<file path="src/rtl/write_buffer.sv">
// In-order store write buffer between a cache and data memory, with load-miss address checking.
// Define WRITE_BUFFER_FWD_EN to forward data from a full-word youngest match.
module write_buffer #(
    parameter int unsigned DEPTH  = 4,
    parameter int unsigned ADDR_W = 32,
    parameter int unsigned DATA_W = 32
) (
    input  logic                       clk,
    input  logic                       rstn,
    input  logic                       wr_valid,
    output logic                       wr_ready,
    input  logic [ADDR_W-1:0]          wr_addr,
    input  logic [DATA_W-1:0]          wr_data,
    input  logic [DATA_W/8-1:0]        wr_be,
    output logic                       mem_valid,
    input  logic                       mem_ready,
    output logic [ADDR_W-1:0]          mem_addr,
    output logic [DATA_W-1:0]          mem_data,
    output logic [DATA_W/8-1:0]        mem_be,
    input  logic [ADDR_W-1:0]          rd_addr,
    output logic                       rd_hit,
    output logic                       rd_conflict,
    output logic [DATA_W-1:0]          rd_data,
    output logic                       empty,
    output logic                       full,
    output logic [$clog2(DEPTH):0]     count
);

    localparam int unsigned BeW  = DATA_W / 8;
    localparam int unsigned PtrW = $clog2(DEPTH);
    localparam int unsigned CntW = PtrW + 1;

    logic [ADDR_W-1:0] addr_q [DEPTH];
    logic [DATA_W-1:0] data_q [DEPTH];
    logic [BeW-1:0]    be_q   [DEPTH];

    logic [PtrW-1:0] head_q, head_d;
    logic [PtrW-1:0] tail_q, tail_d;
    logic [CntW-1:0] count_q, count_d;
    logic            push, pop;

    // Byte offset within the word never participates in matching.
    logic unused_rd_lsb;
    assign unused_rd_lsb = ^rd_addr[1:0];

    assign empty     = (count_q == '0);
    assign full      = (count_q == CntW'(DEPTH));
    assign count     = count_q;
    assign wr_ready  = !full;
    assign mem_valid = !empty;
    assign push      = wr_valid && wr_ready;
    assign pop       = mem_valid && mem_ready;

    always_comb begin
        head_d  = head_q;
        tail_d  = tail_q;
        count_d = count_q;
        if (push) tail_d = tail_q + PtrW'(1);
        if (pop)  head_d = head_q + PtrW'(1);
        unique case ({push, pop})
            2'b10:   count_d = count_q + CntW'(1);
            2'b01:   count_d = count_q - CntW'(1);
            default: count_d = count_q;
        endcase
    end

    always_ff @(posedge clk) begin
        if (!rstn) begin
            head_q  <= '0;
            tail_q  <= '0;
            count_q <= '0;
        end else begin
            head_q  <= head_d;
            tail_q  <= tail_d;
            count_q <= count_d;
        end
    end

    // Entry storage needs no reset: occupancy alone decides what is valid.
    always_ff @(posedge clk) begin
        if (rstn && push) begin
            addr_q[tail_q] <= wr_addr;
            data_q[tail_q] <= wr_data;
            be_q[tail_q]   <= wr_be;
        end
    end

    // Head contents are masked while empty so stale entries never leak out.
    always_comb begin
        mem_addr = '0;
        mem_data = '0;
        mem_be   = '0;
        if (!empty) begin
            mem_addr = addr_q[head_q];
            mem_data = data_q[head_q];
            mem_be   = be_q[head_q];
        end
    end

    logic            match_any;
    logic [PtrW-1:0] idx;
`ifdef WRITE_BUFFER_FWD_EN
    logic [DATA_W-1:0] match_data;
    logic              match_full;
`endif

    // Walk oldest to youngest so the youngest match is the one left standing.
    always_comb begin
        match_any  = 1'b0;
        idx        = '0;
`ifdef WRITE_BUFFER_FWD_EN
        match_data = '0;
        match_full = 1'b0;
`endif
        for (int unsigned i = 0; i < DEPTH; i++) begin
            idx = head_q + PtrW'(i);
            if ((CntW'(i) < count_q) &&
                (addr_q[idx][ADDR_W-1:2] == rd_addr[ADDR_W-1:2])) begin
                match_any  = 1'b1;
`ifdef WRITE_BUFFER_FWD_EN
                match_data = data_q[idx];
                match_full = &be_q[idx];
`endif
            end
        end
    end

`ifdef WRITE_BUFFER_FWD_EN
    assign rd_hit      = match_any && match_full;
    assign rd_conflict = match_any && !match_full;
    assign rd_data     = rd_hit ? match_data : '0;
`else
    assign rd_hit      = 1'b0;
    assign rd_conflict = match_any;
    assign rd_data     = '0;
`endif

endmodule

</file>
<file path="config.mk">
export PLATFORM = sky130hd
export DESIGN_NAME = write_buffer
export DESIGN_NICKNAME = d
export VERILOG_FILES = /design/src/rtl/write_buffer.sv
export SDC_FILE = /design/constraint.sdc
export NUM_CORES = 1
export LEC_CHECK = 0
export BUFFER_PORTS_ARGS = -buffer_cell sky130_fd_sc_hd__buf_2
export CORE_MARGIN = 3
export CORE_UTILIZATION = 49
export DETAILED_ROUTE_END_ITERATION = 8
export GPL_TIMING_DRIVEN = 0
export PLACE_DENSITY = 0.7
export SYNTH_ARGS = -nofsm -noshare
export SYNTH_HDL_FRONTEND = slang
export SYNTH_SLANG_ARGS = --single-unit
</file>
<file path="constraint.sdc">
create_clock -name clk -period 4.8 [get_ports clk]
set_input_delay 0.72 -clock clk [delete_from_list [all_inputs] [get_ports clk]]
set_output_delay 0.72 -clock clk [all_outputs]
set_load 0.02 [all_outputs]
</file>
**Yosys cells after proc, flatten, opt, wreduce, memory -nomap -nowiden**

Memories as Yosys holds them, arrays and structs flattened. A register that Yosys moved wholly into a read port is not among the register bits.
Cells that the tools add are included.
Widths: inputs -> output; s select.

- Register bits after elaboration: 7
- RAM bits: 272
- Bits of input ports: 104
- Output and inout bits: 109
- Logic and storage cells: 50
- Memories kept: 3

- Add/subtract/negate cells: 6
- Order comparisons: 4
- Eq/ne operators: 7
- Multiplexer cells: 16
- Reductions and logical operators: 11

Memory list:

| memory | depth | bits a word | read ports | clocked after Yosys merged registers in | wr ports | RTL line | source |
|---|---|---|---|---|---|---|---|
| addr_q | 4 | 32 | 4 | 1 | 1 | 33 | `logic [ADDR_W-1:0] addr_q [DEPTH];` |
| data_q | 4 | 32 | 1 | 1 | 1 | 34 | `logic [DATA_W-1:0] data_q [DEPTH];` |
| be_q | 4 | 4 | 1 | 1 | 1 | 35 | `logic [BeW-1:0] be_q [DEPTH];` |

Operator list:

| kind | count |
|---|---|
| $eq 30x30->1 | 4 |
| $mux 32 | 2 |
| $mux 2 | 6 |
| $logic_and 1x1->1 | 7 |
| $lt 1x3->1 const A | 2 |
| $lt 2x3->1 const A | 2 |
| $mux 1 | 6 |
| $pmux 3 s2 | 1 |
| $add 2x1->2 const B | 2 |
| $add 2x2->2 const B | 2 |
| $mux 4 | 1 |
| $add 3x1->3 const B | 1 |
| $eq 3x3->1 const B | 1 |
| $logic_not 3->1 | 1 |
| $sub 3x1->3 const B | 1 |
| $eq 2x1->1 const B | 1 |
| $eq 2x2->1 const B | 1 |
| $logic_not 1->1 | 2 |
| $reduce_bool 2->1 | 1 |

**Depth between registers and ports, before layout**

An unclocked memory read counts as a cell.

- Depth after elaboration: 7
- Mapped depth: 11
- Depth with buffers taken out: 9

**Worst setup path before layout**

OpenSTA, ideal clock, no wires.

- Kind: register to register
- From: register count_q[0], in the netlist count[0]
- To: memory addr_q[0][0], enable pin
- Setup time: 0.434 ns
- Arrival: 3.118 ns
- Data required time: 4.366 ns
- Setup slack: 1.248 ns
- Stages on the path, launching flop included: 7
- Buffers on the path: 1
- Clock period less this slack: 3.552 ns
- Cell sequence: dfxtp_1 inv_1 ha_1 nand2_1 and2_1 clkbuf_1 and3_1

- Word-level cells in the longest chain between the ends: 6

Ends and longest elaborated chain:

| element | RTL line | source |
|---|---|---|
| start: declaration | 39 | `logic [CntW-1:0] count_q, count_d;` |
| start signal: assignment | 75 | `count_q <= count_d;` |
| $eq 3x3->1 | 47 | `assign full = (count_q == CntW'(DEPTH));` |
| $logic_not 1->1 | 49 | `assign wr_ready = !full;` |
| via wr_ready | 11 | `output logic wr_ready,` |
| $logic_and 1x1->1 | 51 | `assign push = wr_valid && wr_ready;` |
| $logic_and 1x1->1 | 81 | `if (rstn && push) begin` |
| $mux 1 | 81 |  |
| $mux 1 (not written as such) | 82 | `addr_q[tail_q] <= wr_addr;` |
| end: declaration | 33 |  |

The timed path passes the listed nets, and every way through them passes these cells.

==> impl_metrics.csv <==
group,metric,value,unit
power,clkPwrFrac,0.238,
clocking,postCtsSetupBuffers,0,
synthesis,synthTopCellsByArea,"edfxtp_1, mux4_2, mux2i_1",
setup_path,path_class,"reg -> out",
drt,wire_per_inst,25.8,um
power,power.internal,5.66,mW
clocking,cts_root_buffer,"clkbuf_16",
global_route,first_global_vias,9787,
clocking,cts_resized,0,
sta,finalMaxSlewViolations,0,
synthesis,synth_most_common_cell,"edfxtp_1",
worst_hold_path,hold_path_class,"in -> reg",
global_route,grt_start_max_net_pins,54,
drt,vias,9546,
place,placedCellCount,1546,
global_route,grtUsageTotal,0.251,
global_route,grt_pass1_wl,61500,um
synthesis,avgSynthCellArea,15.4,sq um
clocking,hold_buffers,0,
global_route,antenna_found_initial,5,
setup_path,r2r_cells,7,
clocking,cts.sinks,281,
power,sw_frac_of_total,0.374,
place,gp_congestion,0.990,
floorplan,die_x,180,um
sta,worst_slew_pin_slew,0.908,ns
drt,viasPerCell,5.96,
clocking,clk_path_buf_depth,3,
setup_path,critPathMaxFanout,10,
power,power_frac_comb,0.441,
clocking,cts_tree,"yes",
run_status,outcome,"complete, no violations",
floorplan,std_cell_rows,63,
clocking,cts_made_buffers,30,
worst_hold_path,holdPathStages,1,
layout,nets,1301,
setup_path,crit_required,4.08,ns
layout,areaGrowthSynthToFinish,16.6,%
floorplan,start_util,0.499,
clocking,clk_pin_slew,0.06,ns
sta,fin_tns_setup,0,ns
power,switching_power,3.38,mW
sta,slew-limit-headroom,0.394,
sta,finalHoldViolations,0,
layout,num-fill-cells,2379,
synthesis,ys.flop_type,"edfxtp_1",
synthesis,synth_top_cell_area_share,0.551,
setup_path,start_kind,"flop",
sta,setup_violations,0,
sta,hold_ws,0.377,ns
floorplan,die_h,180,um
place,port_buffers,158,
setup_path,worst-endpoint-arrival,3.94,ns
sta,period_minus_slack,4.66,ns
drt,firstDrtPassIters,5,
clocking,worstSkewPairLatency,0.55,ns
power,seq_power_share,0.321,
synthesis,synth.distinct_cells,58,
drt,drt_wl_total,41300,um
setup_path,cp-end-kind,"output port",
synthesis,synth_top_cell_by_area,"edfxtp_1",
synthesis,syn_inst,962,
synthesis,synth_edf_count,272,
power,p_leak,5.98,nW
global_route,overflow,0,
place,place_hpwl,29700,um
drt,drt_iter0_drc,928,
synthesis,ys_seq_area_frac,0.563,
sta,max_freq,215,MHz
synthesis,synthesis.area,0.0148,sq mm
clocking,h-tree-depth,1,
synthesis,ys_seq_elements,281,
floorplan,dieArea,0.0324,sq mm
layout,fin_cells,1603,
sta,fin_crit_sh,0.971,
floorplan,coreArea,0.0297,sq mm
sta,skew,0.0105,ns
drt,drc,0,
layout,layout-drive-gt1-share,0.320,
sta,rsz0062_at_grt,"no",
power,ir_worst_vdd,0.362,mV
power,power_density,523,mW/mm^2
synthesis,yosys_warnings,0,
job,maxCapViolations,0,
synthesis,yosys-top-cells-count,"edfxtp_1, mux4_2, mux2i_1",
drt,ant_nets,0,
synthesis,synthArstFlopShare,0,
floorplan,io_pins,213,
## logic make-up (layout without fill, tap and decap cells)
logic type,Yosys count,in the layout,synth area share
buffers and inverters,113,331,0.0444
and+or+nand+nor,187,187,0.0703
AOI/OAI and AO/OA,85,85,0.0398
xor gates and xnor gates,101,101,0.0597
adders and majority gates,9,9,0.00760
DFF,281,281,0.563
muxes,185,185,0.215
other,1,34,0.000253
## power groups by stage
| stage | Combinational, mW | Sequential [mW] | Clock, mW |
|---|---|---|---|
| finish | 3.99 | 2.90 | 2.15 |
| global route | 4.25 | 2.91 | 2.30 |
| CTS | 4.02 | 2.90 | 2.19 |
| detailed placement | 4.00 | 2.95 | 0 |
| global placement | 3.97 | 2.96 | 0 |
| floorplan | 2.71 | 2.95 | 0 |
## per-layer routing
| metal | global-route usage | vias to the layer above | routed length (um) |
|---|---|---|---|
| li1 | - | 4165 | - |
| met1 | 0.336 | 4823 | 16200 |
| met4 | 0.0681 | 8 | 1140 |
| met2 | 0.420 | 471 | 20200 |
| met5 | 0 | - | 33 |
| met3 | 0.0565 | 79 | 3730 |
## state kept, by name (all words and copies together) (netlist names), named ones only
register / count
be_q: 16
tail_q: 2
data_q: 128
head_q: 2
addr_q: 128
count: 3
## worst max-delay path: stages, from the launching register on
cell,delay [ns]
dfxtp_1,0.30
buf_2,0.18
buf_2,0.44
mux4_2,0.41
xnor2_1,0.45
nand4_1,0.15
nor4_1,0.70
nand4_1,0.18
o32ai_1,0.17
a221o_1,0.21
buf_2,0.19
## through the flow
stage                     total power, mW   util  cell area (sq um)  setup WS, ns
after floorplan                      5.65      -              14900          1.25
after detailed placement             6.95  0.550              16400         0.769
after global placement               6.93  0.546              16200        0.0415
final                                9.04  0.582              17300         0.138
after global routing                 9.46  0.582              17300        0.0458
after CTS                            9.11  0.581              17300         0.159
## final cells by class
type,count,area (sq um),share of cell area
clock inverters,18,123,0.00710
inverters,11,41.3,0.00239
flip-flops and latches,281,8350,0.483
multi-input cells,600,5960,0.345
clock buffers,38,802,0.0464
plain buffers,102,617,0.0357
diodes,1,2.50,0.000145
repair buffers,162,901,0.0521
well taps,390,488,0.0282
## layout by cell type (no fill, tap or decap), types with 4 or more instances in the layout
cell type / count
o21ai_0: 18
a221oi_1: 4
clkbuf_1: 36
nor2_1: 21
nand4_1: 10
buf_16: 4
mux2i_1: 74
clkinv_2: 7
and3_1: 5
xor2_1: 41
clkinv_1: 6
nor2b_1: 6
and2_1: 67
buf_4: 38
o2111ai_1: 5
buf_6: 5
a21oi_1: 12
a2111oi_0: 4
buf_1: 7
xnor2_1: 60
edfxtp_1: 272
nand2b_1: 6
nor3_1: 8
ha_1: 9
mux4_2: 106
conb_1: 33
nand3_1: 7
nor4_1: 15
o22ai_1: 12
nand2_1: 30
clkbuf_16: 31
dfxtp_1: 9
and3_4: 4
inv_1: 11
mux2_2: 4
a211oi_1: 7
buf_2: 179
## worst paths after layout
kind,startpoint,endpoint,slack [ns]
max,flop,rd_conflict,0.14
min,wr_addr[26],addr_q[3][26],0.38
max reg2reg,count[0],addr_q[1][10],2.15
min reg2reg,count[2],count[2],0.66
Note: power is estimated with default switching activity, not from simulation.
